$ cat config.mk
export PLATFORM = sky130hd
export DESIGN_NAME = ev_loader
export DESIGN_NICKNAME = d
export VERILOG_FILES = /design/src/rtl/ev_loader_pkg.sv /design/src/rtl/ev_hdr_check.sv /design/src/rtl/ev_loader.sv
export SDC_FILE = /design/constraint.sdc
export NUM_CORES = 1
export LEC_CHECK = 0
export CELL_PAD_IN_SITES_DETAIL_PLACEMENT = 1
export CELL_PAD_IN_SITES_GLOBAL_PLACEMENT = 2
export CORE_MARGIN = 3
export CORE_UTILIZATION = 30
export CTS_BUF_LIST = sky130_fd_sc_hd__clkbuf_4 sky130_fd_sc_hd__clkbuf_8 sky130_fd_sc_hd__clkbuf_16
export DETAILED_ROUTE_END_ITERATION = 12
export PLACE_DENSITY = 0.87
export SYNTH_ARGS = -nofsm -noshare
export SYNTH_HDL_FRONTEND = slang
export SYNTH_HIERARCHICAL = 1
export SYNTH_SLANG_ARGS = --single-unit
$ cat constraint.sdc
create_clock -name clk -period 2.1 [get_ports clk]
set_input_delay 0.42 -clock clk [delete_from_list [all_inputs] [get_ports clk]]
set_output_delay 0.42 -clock clk [all_outputs]
set_load 0.05 [all_outputs]
$ cat src/rtl/ev_loader_pkg.sv
// ev_loader_pkg: shared types for the execution environment fill stage.
// Header layout, region sizes and loader FSM states.
package ev_loader_pkg;

    localparam int EV_PRIV_WORDS   = 16;
    localparam int EV_SHARED_WORDS = 4;

    typedef struct packed {
        logic        shared_sel;
        logic        clear_first;
        logic [13:0] reserved;
        logic [7:0]  count;
        logic [7:0]  base;
    } ev_hdr_t;

    typedef enum logic [1:0] {
        IDLE  = 2'd0,
        CLEAR = 2'd1,
        LOAD  = 2'd2,
        ERR   = 2'd3
    } loader_state_e;

endpackage

$ cat src/rtl/ev_hdr_check.sv
// ev_hdr_check: combinational decode of a loader header word.
// Produces region size, out-of-range and zero-count flags.
module ev_hdr_check
    import ev_loader_pkg::*;
#(
    parameter int PRIV_WORDS   = EV_PRIV_WORDS,
    parameter int SHARED_WORDS = EV_SHARED_WORDS
) (
    input  ev_hdr_t    i_hdr,
    output logic [8:0] o_region,
    output logic       o_range_err,
    output logic       o_zero_cnt
);

    logic [8:0] w_end;
    logic [8:0] w_region;
    logic       w_unused_rsvd;

    // 9-bit sum so base+count can never wrap past the region size
    assign w_end       = {1'b0, i_hdr.base} + {1'b0, i_hdr.count};
    assign w_region    = i_hdr.shared_sel ? 9'(SHARED_WORDS) : 9'(PRIV_WORDS);
    assign o_region    = w_region;
    assign o_range_err = w_end > w_region;
    assign o_zero_cnt  = i_hdr.count == 8'd0;

    assign w_unused_rsvd = ^{i_hdr.reserved, i_hdr.clear_first};

endmodule

$ cat src/rtl/ev_loader.sv
// ev_loader: parses header+payload word packets and writes them
// into the private or shared execution environment word regions.
module ev_loader
    import ev_loader_pkg::*;
#(
    parameter int PRIV_WORDS   = EV_PRIV_WORDS,
    parameter int SHARED_WORDS = EV_SHARED_WORDS,
    parameter int ADDR_W       = 8
) (
    input  logic              clk,
    input  logic              rst_n,
    input  logic              s_valid,
    output logic              s_ready,
    input  logic [31:0]       s_data,
    input  logic              s_last,
    output logic              ev_we,
    output logic              ev_shared,
    output logic [ADDR_W-1:0] ev_addr,
    output logic [31:0]       ev_wdata,
    output logic              busy,
    output logic              done,
    output logic              err
);

    localparam logic [1:0] S_IDLE  = IDLE;
    localparam logic [1:0] S_CLEAR = CLEAR;
    localparam logic [1:0] S_LOAD  = LOAD;
    localparam logic [1:0] S_ERR   = ERR;

    logic [1:0]        r_state;
    logic [7:0]        r_base;
    logic [7:0]        r_count;
    logic [7:0]        r_cnt;
    logic [8:0]        r_region;
    logic              r_we;
    logic              r_shared;
    logic [ADDR_W-1:0] r_addr;
    logic [31:0]       r_wdata;
    logic              r_done;
    logic              r_err;

    ev_hdr_t    w_hdr;
    logic [8:0] w_region;
    logic       w_range_err;
    logic       w_zero_cnt;
    logic       w_acc;
    logic       w_final;
    logic       w_clr_end;
    logic [8:0] w_addr9;

    assign w_hdr = s_data;

    ev_hdr_check #(
        .PRIV_WORDS  (PRIV_WORDS),
        .SHARED_WORDS(SHARED_WORDS)
    ) u_hdr_check (
        .i_hdr      (w_hdr),
        .o_region   (w_region),
        .o_range_err(w_range_err),
        .o_zero_cnt (w_zero_cnt)
    );

    assign s_ready   = r_state != S_CLEAR;
    assign w_acc     = s_valid && s_ready;
    assign w_final   = r_cnt == (r_count - 8'd1);
    assign w_clr_end = {1'b0, r_cnt} == (r_region - 9'd1);
    assign w_addr9   = {1'b0, r_base} + {1'b0, r_cnt};

    always_ff @(posedge clk or negedge rst_n) begin
        if (!rst_n) begin
            r_state  <= S_IDLE;
            r_base   <= '0;
            r_count  <= '0;
            r_cnt    <= '0;
            r_region <= '0;
            r_we     <= 1'b0;
            r_shared <= 1'b0;
            r_addr   <= '0;
            r_wdata  <= '0;
            r_done   <= 1'b0;
            r_err    <= 1'b0;
        end else begin
            r_we   <= 1'b0;
            r_done <= 1'b0;
            r_err  <= 1'b0;
            case (r_state)
                S_IDLE: begin
                    if (w_acc) begin
                        r_shared <= w_hdr.shared_sel;
                        r_base   <= w_hdr.base;
                        r_count  <= w_hdr.count;
                        r_region <= w_region;
                        r_cnt    <= '0;
                        if (w_range_err) begin
                            if (s_last) r_err <= 1'b1;
                            else        r_state <= S_ERR;
                        end else if (w_zero_cnt) begin
                            if (s_last) r_done <= 1'b1;
                            else        r_state <= S_ERR;
                        end else if (w_hdr.clear_first) begin
                            r_state <= S_CLEAR;
                        end else begin
                            r_state <= S_LOAD;
                        end
                    end
                end
                S_CLEAR: begin
                    r_we    <= 1'b1;
                    r_addr  <= ADDR_W'(r_cnt);
                    r_wdata <= '0;
                    if (w_clr_end) begin
                        r_cnt   <= '0;
                        r_state <= S_LOAD;
                    end else begin
                        r_cnt <= r_cnt + 8'd1;
                    end
                end
                S_LOAD: begin
                    if (w_acc) begin
                        r_we    <= 1'b1;
                        r_addr  <= ADDR_W'(w_addr9);
                        r_wdata <= s_data;
                        r_cnt   <= r_cnt + 8'd1;
                        if (w_final) begin
                            if (s_last) begin
                                r_done  <= 1'b1;
                                r_state <= S_IDLE;
                            end else begin
                                r_state <= S_ERR;
                            end
                        end else if (s_last) begin
                            r_err   <= 1'b1;
                            r_state <= S_IDLE;
                        end
                    end
                end
                S_ERR: begin
                    if (w_acc && s_last) begin
                        r_err   <= 1'b1;
                        r_state <= S_IDLE;
                    end
                end
                default: r_state <= S_IDLE;
            endcase
        end
    end

    assign ev_we     = r_we;
    assign ev_shared = r_shared;
    assign ev_addr   = r_addr;
    assign ev_wdata  = r_wdata;
    assign done      = r_done;
    assign err       = r_err;
    // busy spans the completion pulse even though the FSM is already idle
    assign busy      = (r_state != S_IDLE) || r_done || r_err;

endmodule

Yosys cells after proc, flatten, opt, wreduce, memory -nomap -nowiden:

Index checks and enable logic that the tools add are counted.
W data, S select, Z words.

* register bits after elaboration: 79
* bits in latches: 0
* memory bits (writable): 0
* bits in read-only memories: 0
* bits of input ports: 36
* output and inout port bits: 46
* word-level logic and storage cells: 77
* memories: 0

* add/sub/neg operators: 5
* multipliers: 0
* divide/modulo/power cells: 0
* $lt $le $gt $ge: 1
* equal/unequal tests: 11
* shift-type cells: 0
* multiplexer cells: 36
* bitwise gates (word level): 0
* reductions and logical operators: 13

Operator list (count)
* $pmux W32 S2: 1
* $mux W32: 1
* $mux W8: 4
* $pmux W8 S3: 1
* $mux W2: 11
* $pmux W8 S2: 1
* $mux W1: 12
* $add A8 B8 Y9: 1
* $eq A8 B9 Y1: 1
* $gt A9 B9 Y1: 1
* $sub A9 B1 Y9 const B: 1
* $add A8 B1 Y8 const B: 1
* $add A8 B8 Y8: 1
* $eq A8 B8 Y1: 1
* $logic_not A8 Y1: 1
* $ne A2 B2 Y1 const B: 4
* $pmux W2 S4: 1
* $sub A8 B1 Y8 const B: 1
* $mux W5: 1
* $reduce_and A5 Y1: 1
* $eq A2 B2 Y1 const B: 2
* $pmux W1 S2: 2
* $reduce_and A2 Y1: 2
* $reduce_bool A2 Y1: 2
* other kinds (9): 11

Depth between registers and ports, before layout:

* depth after elaboration: 5
* mapped depth: 17
* mapped depth without buffers: 17

By module:

Netlist, hierarchy kept.

By module, submodules not included
* ev_loader: times used 1, cells an instance 439, area each 4192.8 um^2, seq. area each 1976.9 um^2
* ev_hdr_check: times used 1, cells an instance 50, area each 392.9 um^2, seq. area each 0.0 um^2

Worst setup path before layout:

No wires, ideal clock.

* kind: in2reg
* from: input port s_data[0]
* to: register r_state[0]
* arrival: 2.871 ns
* setup slack: -0.893 ns
* stages: 17
* path buffers: 0
* cells stage by stage: ha_1 inv_1 fa_1 and2b_1 o21ai_1 nand2b_1 xnor2_1 ha_1 nor2b_1 o21ai_0 and3_1 o221ai_2 or3_1 o311ai_0 o31ai_1 a21oi_1 a2bb2oi_1

* word-level cells in the longest chain between the ends: 5

RTL lines
* from (decl): RTL line ev_loader.sv:14 `input logic [31:0] s_data,`
* $add A8 B8 Y9: RTL line ev_hdr_check.sv:20 `assign w_end = {1'b0, i_hdr.base} + {1'b0, i_hdr.count};`
* $gt A9 B9 Y1: RTL line ev_hdr_check.sv:23 `assign o_range_err = w_end > w_region;`
* via w_range_err: RTL line ev_loader.sv:44 `logic w_range_err;`
* $mux W2: RTL line ev_loader.sv:94 `if (w_range_err) begin`
* $mux W2: RTL line ev_loader.sv:88 `if (w_acc) begin`
* $pmux W2 S4: RTL line ev_loader.sv:86 `case (r_state)`
* to (signal assigned): RTL line ev_loader.sv:96 `else r_state <= S_ERR;`
* to (signal assigned): RTL line ev_loader.sv:99 `else r_state <= S_ERR;`
* to (signal assigned): RTL line ev_loader.sv:101 `r_state <= S_CLEAR;`
* to (decl): RTL line ev_loader.sv:30 `logic [1:0] r_state;`

The timed path passes the listed nets, and every way through them passes these cells. The select of a mux whose other input is x is not followed.
A chain may end at the register's enable or synchronous reset.

Worst setup path in the final report:

* from: input port s_data[4]
* to: register r_state[0]

Same word-level chain as after synthesis.

==> flow_summary.json <==
{
  "status": "finished with violations",
  "violations": "setup timing",
  "ys_seq_elements": 79,
  "seq_area_frac_synth_pct": 43.11,
  "setup_violations": 12,
  "yosys_warnings": 6,
  "core_um2": 14750,
  "layout_commonest_cell": "buf_4",
  "synth_edf_count": 0,
  "cts_tree": "built",
  "grt_pass1_wl_mm": 25.20,
  "rows": 44,
  "dieHeight_um": 129.6,
  "synthXorXnorAreaFrac_pct": 4.393,
  "drc_errors": 0,
  "place_ws_ns": -1.785,
  "dieArea_um2": 16810,
  "fmax_ghz": 0.3371,
  "ir_drop_uv": 528.4,
  "dp_hpwl_mm": 11.25,
  "period_share_pct": 141.3,
  "power_mw": 10.07,
  "grt_pass1_vias": 4768,
  "arrival_ns": 3.20,
  "fin_ws_ns": -0.8668,
  "worst_pin_slew_ns": 0.5339,
  "diodes": 0,
  "avgSynthCellArea_um2": 9.378,
  "hold_violations": 0,
  "maxSlewHeadroom_pct": 64.29,
  "fin_util_pct": 46.64,
  "numCtsBuffers": 9,
  "initial_core_util_pct": 31.08,
  "cts_sinks": 79,
  "dr.first_iter.drc_count": 248,
  "io_pins": 82,
  "placed_cells": 809,
  "wire_per_inst_um": 18.82,
  "hold_slack_ns": 0.03058,
  "synthArstFlopShare_pct": 100.0,
  "grt_use_total_pct": 19.43,
  "die_w_um": 129.6,
  "slew_viol_final": 0,
  "layout_common_cells": "buf_4, nand2_1, dfrtp_1",
  "cp-start-kind": "primary input",
  "final_cell_count_no_fill": 841,
  "finalNetCount": 714,
  "synthAdderAreaFrac_pct": 7.422,
  "overflow": 0,
  "power.density_nw_per_um2": 1463,
  "synth_top_family_by_area": "simple AND/OR/NAND/NOR gates",
  "cts_buffer_depth": 2,
  "synthFlopType": "dfrtp_1",
  "h-tree-depth": 3,
  "period_needed_ns": 2.967,
  "fin_setup_tns_ns": -4.645,
  "gp_congestion": 0.8269,
  "p_leak_nw": 3.139,
  "synth_simple_gate_area_share_pct": 21.15,
  "crit_path_end_kind": "register",
  "fin_worst_skew_ns": 0.008917,
  "wl_mm": 15.83,
  "synth_cells": 489,
  "fin_area_um2": 6882,
  "synth.mux.area_fraction_pct": 7.503,
  "hp-class": "in -> async",
  "worstSkewPairLatency_ns": 0.35,
  "crit_required_ns": 2.33,
  "port-buffer-count": 81,
  "drtPass1Iterations": 4,
  "ctsHoldBuffers": 0,
  "synthesis.area_um2": 4586,
  "worstSetupPathType": "in -> reg",
  "ant_nets": 0,
  "antenna_found_initial": 0,
  "area_growth_pct": 50.07,
  "synth_compound_area_share_pct": 11.32,
  "crit_fanout": 3,
  "rsz0062_at_grt": "yes",
  "clk_pin_slew_ns": 0.06,
  "drive_gt1_share_pct": 30.29,
  "routed_via_density": 5.096,
  "cap_violations": 0,
  "clockRootBuffer": "clkbuf_16",
  "vias": 4286,
  "synthDistinctLibCells": 64,
  "placed_area_um2": 6206,
  "grt_max_degree": 48
}
[flip-flops by register name, indices dropped and copies added (netlist names)]
name,count
r_cnt,8
err,1
ev_wdata,32
done,1
r_base,8
ev_shared,1
r_region,9
r_count,8
ev_addr,8
r_state,2
ev_we,1
[power by group]
part,leakage [nW],total (mW),switching (mW),internal [mW]
registers,1.01,2.53,0.450,2.08
logic,1.99,5.92,3.30,2.62
clock network,0.142,1.62,0.696,0.923
[synthesized netlist by cell type (3+ instances only)]
| library cell | n | area, µm² |
|---|---|---|
| a21o_1 | 3 | 22.52 |
| a21oi_1 | 13 | 65.06 |
| a22oi_1 | 4 | 30.03 |
| a31oi_1 | 4 | 25.02 |
| and3_1 | 4 | 25.02 |
| buf_1 | 3 | 11.26 |
| buf_4 | 8 | 60.06 |
| clkbuf_1 | 19 | 71.32 |
| dfrtp_1 | 79 | 1977 |
| ha_1 | 24 | 300.3 |
| inv_1 | 21 | 78.83 |
| mux2_2 | 27 | 304.0 |
| mux2i_1 | 4 | 40.04 |
| nand2_1 | 85 | 319.1 |
| nand2b_1 | 7 | 43.79 |
| nand3_1 | 39 | 195.2 |
| nand4_1 | 5 | 31.28 |
| nor2_1 | 21 | 78.83 |
| nor2b_1 | 4 | 25.02 |
| nor3_1 | 8 | 40.04 |
| o21ai_0 | 22 | 110.1 |
| o22ai_1 | 4 | 25.02 |
| or3_1 | 5 | 31.28 |
| xnor2_1 | 11 | 96.34 |
| xor2_1 | 12 | 105.1 |
[timing repair]
item	in CTS	in global routing
resized for setup	49	34
buffers inserted	11	5
setup endpoints to repair	14	15
gates cloned	0	0
pin swaps	22	23
[path summary, 6_finish.rpt]
check | cells after the start | end | start | slack (ns)
min reg2reg | 2 | ev_addr[7] | ev_addr[7] | 0.49
min | 1 | ev_shared | rst_n | 0.03
max reg2reg | 7 | r_state[1] | r_count[2] | -0.32
max in group asynchronous | 2 | ev_wdata[7] | rst_n | 1.46
max | 14 | r_state[0] | s_data[4] | -0.87
min in group clk | 4 | ev_wdata[0] | s_data[0] | 0.39
[cell type report]
type | instances | area [µm²]
fillers | 1699 | 7873
well taps | 184 | 230.2
inverters | 22 | 82.58
repair buffers | 177 | 1623
flip-flops and latches | 79 | 1981
clock buffers | 9 | 225.2
multi-input cells | 363 | 2668
clock inverters | 7 | 72.57
[worst max-delay path, cell delays in order]
cell and delay, ns:
clkdlybuf4s50_1 0.50, ha_1 0.35, inv_1 0.07, xnor2_1 0.13, ha_1 0.33, nor2b_1 0.14
o21ai_1 0.10, and3_1 0.17, o221ai_2 0.12, or3_4 0.42, o311ai_2 0.09, o31ai_1 0.11
a21oi_1 0.17, a2bb2oi_1 0.08
[metal layers]
metal	track usage (%)	share of wire, %	vias up
met5	0	0	-
met4	7.457	2.8	0
met3	3.669	2.9	29
met2	32.79	51	80
met1	24.67	43	2155
li1	-	-	2022
[kinds of logic (layout without fill, tap and decap cells)]
| kind of cell | after synthesis | after routing |
|---|---|---|
| other cells | 1 | 7 |
| buf+inv | 53 | 215 |
| simple gates | 199 | 199 |
| fa+ha+maj | 26 | 26 |
| flops | 79 | 79 |
| xor+xnor | 23 | 23 |
| mux | 31 | 31 |
| compound gates | 77 | 77 |
Power figures use the tool's default switching activity.
